--- config.mk ---
export PLATFORM = sky130hd
export DESIGN_NAME = piso_serializer
export DESIGN_NICKNAME = d
export VERILOG_FILES = /design/src/rtl/piso_serializer.sv
export SDC_FILE = /design/constraint.sdc
export NUM_CORES = 1
export LEC_CHECK = 0
export CORE_MARGIN = 4
export CORE_UTILIZATION = 40
export CTS_CLUSTER_SIZE = 24
export DETAILED_ROUTE_END_ITERATION = 10
export PLACE_DENSITY = 0.71
export SETUP_SLACK_MARGIN = 0.1
export SYNTH_ARGS = -nofsm -noshare
export SYNTH_HDL_FRONTEND = slang
export SYNTH_SLANG_ARGS = --single-unit
--- constraint.sdc ---
create_clock -name clk -period 1.6 [get_ports clk]
set_input_delay 0.24 -clock clk [delete_from_list [all_inputs] [get_ports clk]]
set_output_delay 0.24 -clock clk [all_outputs]
set_load 0.03 [all_outputs]
--- src/rtl/piso_serializer.sv ---
`default_nettype none
// +----------------------------------------------------------------------------+
// | Module      : piso_serializer                                              |
// | Description : Parallel-in serial-out transmitter with valid/ready input,   |
// |               registered q/qb, frame and done. Optional even-parity bit    |
// |               enabled by the PIS_PARITY_EN macro.                          |
// | Revision    : 1.0  initial release                                         |
// +----------------------------------------------------------------------------+
module piso_serializer #(
  parameter int WIDTH     = 8,
  parameter bit MSB_FIRST = 1'b1
) (
  input  logic             clk,
  input  logic             rst,
  input  logic [WIDTH-1:0] d_in,
  input  logic             d_valid,
  output logic             d_ready,
  output logic             q,
  output logic             qb,
  output logic             frame,
  output logic             done
);

  localparam int              c_cw      = $clog2(WIDTH);
  localparam logic [c_cw-1:0] c_cnt_max = c_cw'(WIDTH - 1);
  localparam logic [c_cw-1:0] c_cnt_one = c_cw'(1);

  typedef enum logic [1:0] {
    S_IDLE  = 2'd0,
    S_SHIFT = 2'd1,
    S_PAR   = 2'd2
  } state_t;

  state_t           r_state, w_state_nxt;
  logic [c_cw-1:0]  r_cnt, w_cnt_nxt;
  logic [WIDTH-1:0] r_shift, w_shift_nxt;
  logic             r_q, w_q_nxt;
  logic             r_frame, w_frame_nxt;
  logic             r_done, w_done_nxt;
  logic             w_ready_st;
  logic             w_accept;

  // The first bit goes straight to q at acceptance, so the shift register
  // only holds the bits still to come.
  logic             w_first_bit;
  logic             w_next_bit;
  logic [WIDTH-1:0] w_load_shift;
  logic [WIDTH-1:0] w_step_shift;

  generate
    if (MSB_FIRST) begin : g_msb_first
      assign w_first_bit  = d_in[WIDTH-1];
      assign w_load_shift = {d_in[WIDTH-2:0], 1'b0};
      assign w_next_bit   = r_shift[WIDTH-1];
      assign w_step_shift = {r_shift[WIDTH-2:0], 1'b0};
    end else begin : g_lsb_first
      assign w_first_bit  = d_in[0];
      assign w_load_shift = {1'b0, d_in[WIDTH-1:1]};
      assign w_next_bit   = r_shift[0];
      assign w_step_shift = {1'b0, r_shift[WIDTH-1:1]};
    end
  endgenerate

`ifdef PIS_PARITY_EN
  logic r_par, w_par_nxt;
  assign w_ready_st = (r_state == S_IDLE) || (r_state == S_PAR);
`else
  assign w_ready_st = (r_state == S_IDLE) ||
                      ((r_state == S_SHIFT) && (r_cnt == '0));
`endif

  assign w_accept = d_valid && w_ready_st;
  assign d_ready  = w_ready_st && !rst;

  always_comb begin
    w_state_nxt = r_state;
    w_cnt_nxt   = r_cnt;
    w_shift_nxt = r_shift;
    w_q_nxt     = 1'b0;
    w_frame_nxt = 1'b0;
    w_done_nxt  = 1'b0;
`ifdef PIS_PARITY_EN
    w_par_nxt   = r_par;
`endif
    case (r_state)
      S_SHIFT: begin
        if (r_cnt != '0) begin
          w_cnt_nxt   = r_cnt - c_cnt_one;
          w_shift_nxt = w_step_shift;
          w_q_nxt     = w_next_bit;
          w_frame_nxt = 1'b1;
`ifndef PIS_PARITY_EN
          w_done_nxt  = (r_cnt == c_cnt_one);
`endif
        end else begin
`ifdef PIS_PARITY_EN
          w_state_nxt = S_PAR;
          w_q_nxt     = r_par;
          w_frame_nxt = 1'b1;
          w_done_nxt  = 1'b1;
`else
          w_state_nxt = S_IDLE;
`endif
        end
      end
      S_PAR:   w_state_nxt = S_IDLE;
      default: w_state_nxt = S_IDLE;
    endcase

    // A new word accepted in the last cycle of a frame takes precedence.
    if (w_accept) begin
      w_state_nxt = S_SHIFT;
      w_cnt_nxt   = c_cnt_max;
      w_shift_nxt = w_load_shift;
      w_q_nxt     = w_first_bit;
      w_frame_nxt = 1'b1;
      w_done_nxt  = 1'b0;
`ifdef PIS_PARITY_EN
      w_par_nxt   = ^d_in;
`endif
    end
  end

  always_ff @(posedge clk) begin
    if (rst) begin
      r_state <= S_IDLE;
      r_cnt   <= '0;
      r_shift <= '0;
      r_q     <= 1'b0;
      r_frame <= 1'b0;
      r_done  <= 1'b0;
`ifdef PIS_PARITY_EN
      r_par   <= 1'b0;
`endif
    end else begin
      r_state <= w_state_nxt;
      r_cnt   <= w_cnt_nxt;
      r_shift <= w_shift_nxt;
      r_q     <= w_q_nxt;
      r_frame <= w_frame_nxt;
      r_done  <= w_done_nxt;
`ifdef PIS_PARITY_EN
      r_par   <= w_par_nxt;
`endif
    end
  end

  assign q     = r_q;
  assign qb    = ~r_q;
  assign frame = r_frame;
  assign done  = r_done;

endmodule
`default_nettype wire

==> results.sh <==
export IMPL_synth_cells=66
export IMPL_io_buffers=15
export IMPL_max_freq_ghz=0.667
export IMPL_firstDrtPassIters=4
export IMPL_ff_latch_area_um2=283
export IMPL_initial_core_util_pct=43.0
export IMPL_place_gp_congestion=0.817
export IMPL_worst_pin_slew_ns=0.379
export IMPL_synth_edf_count=0
export IMPL_cts_buffers=3
export IMPL_crit_path_max_fanout=6
export IMPL_drive_gt1_share_pct=28.9
export IMPL_setup_ws_ns=0.101
export IMPL_dp_hpwl_um=953
export IMPL_cts_max_path_buffers=2
export IMPL_viasPerCell=5.19
export IMPL_leakage_nw=0.409
export IMPL_end_kind="output pin"
export IMPL_rsz0062_at_grt="yes"
export IMPL_nFillCells=129
export IMPL_htreeDepth=1
export IMPL_grt_max_degree=12
export IMPL_whs_ns=0.475
export IMPL_total_power_uw=895
export IMPL_first_global_vias=535
export IMPL_period_minus_slack_ns=1.50
export IMPL_crit_path_start_kind="flip-flop"
export IMPL_ys_top_cells_by_area="dfxtp_1 42%, mux2i_1 11%, a221oi_1 7.9%, ha_1 5.7%, nor2_1 5.1%"
export IMPL_row_count=14
export IMPL_grt_ovfl_total=0
export IMPL_ys_top_cells_by_count="14 x dfxtp_1, 9 x nor2_1, 7 x mux2i_1"
export IMPL_finalHoldViolCount=0
export IMPL_fin_crit_sh_pct=93.7
export IMPL_clk_pin_slew_ns=0.09
export IMPL_skew_ns=0.00327
export IMPL_setup_worst_path_class="flip-flop to output pin"
export IMPL_ys_flop_type="dfxtp_1"
export IMPL_ys_async_sr_fraction_pct=0
export IMPL_wl_mm=1.37
export IMPL_antenna_cells=0
export IMPL_gr_usage_all_layers_pct=11.8
export IMPL_cts_hold_buffers=0
export IMPL_dp_slack_ns=0.170
export IMPL_io_pins=16
export IMPL_synth_seq_cells=14
export IMPL_syn_avg_cell_area_um2=10.0
export IMPL_cts_tree="yes"
export IMPL_post_drt_wl_per_cell_um=13.0
export IMPL_netlist_area_leader_share_pct=42.3
export IMPL_crit_required_ns=1.36
export IMPL_netlist_area_um2=663
export IMPL_core_region_area_mm2=0.00154
export IMPL_num_vias=550
export IMPL_grt_pass1_wl_mm=2.36
export IMPL_hold_class="flip-flop to flip-flop"
export IMPL_synth_most_common_cell="dfxtp_1"
export IMPL_p_per_area_mw_per_mm2=960
export IMPL_synth_distinct_cells=24
export IMPL_synth_warnings=0
export IMPL_syn_nets=80
export IMPL_timing_setup_tns_ns=0
export IMPL_drc_errors=0
export IMPL_drt_iter0_markers=9
export IMPL_cts_sinks=14
export IMPL_die_x_um=48.7
export IMPL_finalMaxSlewViolations=0
export IMPL_postLayoutCoreUtil_pct=60.5
export IMPL_ir_worst_vdd_v=0.000609
export IMPL_dieArea_mm2=0.00237
export IMPL_root_buffer="clkbuf_4"
export IMPL_final_nets=105
export IMPL_synth_top_cell_by_area="dfxtp_1"
export IMPL_clkLatencyLatePin_ns=0.28
export IMPL_max_slew_margin_pct=74.7
export IMPL_ys_seq_area_share_pct=42.3
export IMPL_antenna_found_initial=0
export IMPL_die_height_um=48.7
export IMPL_outcome="completed"
export IMPL_critPathArrivalTime_ns=1.26
export IMPL_drv_cap=0
export IMPL_setup_violations=0
export IMPL_multi_input_area_um2=360
export IMPL_area_delta_synth_final_pct=40.6
export IMPL_drtAntennaViolNets=0
per-stage QoR:
stage	std cells	area, um^2
after floorplan	66	667
after global placement	96	830
after detailed placement	96	830
after CTS	101	892
after global routing	106	932
final	106	932
cell families after synthesis:
| logic type | Yosys count | synth area share (%) |
|---|---|---|
| buffers and inverters | 9 | 6.98 |
| adders and majority gates | 3 | 5.66 |
| DFF | 14 | 42.3 |
| AOI/OAI and AO/OA | 15 | 19.1 |
| muxes | 7 | 10.6 |
| and+or+nand+nor | 18 | 15.5 |
flip-flops by register name (all words and copies together) (netlist names):
register	count
done	1
frame	1
q	1
r_cnt	3
r_shift	7
r_state	1
repair_timing:
item	4_1_cts	5_1_grt
setup buffers	1	5
endpoints found under the setup margin	5	1
gates resized for setup	10	2
pin swaps	1	2
report_power, final:
group	switching, mW	internal [mW]	total [mW]
Clock	0.116	0.138	0.255
Combinational	0.111	0.124	0.235
Sequential	0.0234	0.382	0.405
Total	0.250	0.645	0.895
cells in the final DEF (no fill, tap or decap):
cell type | synthesis | layout
a21oi_4 | 0 | 1
nand3_1 | 1 | 1
ha_4 | 0 | 1
dlygate4sd2_1 | 0 | 4
and3_4 | 1 | 1
a211oi_2 | 2 | 2
inv_1 | 5 | 3
clkdlybuf4s50_1 | 0 | 10
clkbuf_8 | 0 | 1
a221oi_1 | 6 | 6
inv_2 | 0 | 2
nor2_1 | 9 | 9
nand2_2 | 1 | 1
nor3_1 | 2 | 2
nand2b_4 | 1 | 1
and2b_1 | 1 | 1
buf_4 | 1 | 9
nor2b_1 | 1 | 1
buf_6 | 1 | 1
dfxtp_2 | 0 | 2
a21oi_2 | 1 | 1
a21oi_1 | 2 | 1
o211ai_1 | 1 | 1
ha_1 | 3 | 2
a211oi_1 | 2 | 2
clkbuf_4 | 0 | 3
a21o_1 | 1 | 1
dfxtp_1 | 14 | 12
nor4b_1 | 1 | 1
mux2i_1 | 7 | 7
final cells by class:
cell class / instances / area share, %
sequential: 14 / 30.3
timing repair buffer: 24 / 23.0
tap: 16 / 2.15
multi-input combinational: 43 / 38.7
inverter: 5 / 2.01
clock buffer: 4 / 3.89
routing by layer:
layer | track usage [%] | vias up | wire, um
li1 | - | 283 | -
met1 | 15.6 | 252 | 704
met2 | 18.0 | 13 | 588
met3 | 4.60 | 2 | 74
met4 | 2.69 | 0 | 6
met5 | 0 | - | 0
critical path: stages (launching register included):
cell and delay (ns):
dfxtp_2 0.33, inv_2 0.07, ha_4 0.16, nand2b_4 0.08, a21oi_4 0.18, buf_6 0.15
worst paths after layout:
path	startpoint	to	slack, ns	depth (start not counted)
worst min register to register	r_shift[7]	q	0.48	2
worst min-delay path	r_shift[7]	q	0.48	2
worst max register to register	r_state[0]	r_cnt[0]	0.35	3
worst max-delay path	r_cnt[1]	d_ready	0.10	5
(Power assumes the default switching activity.)
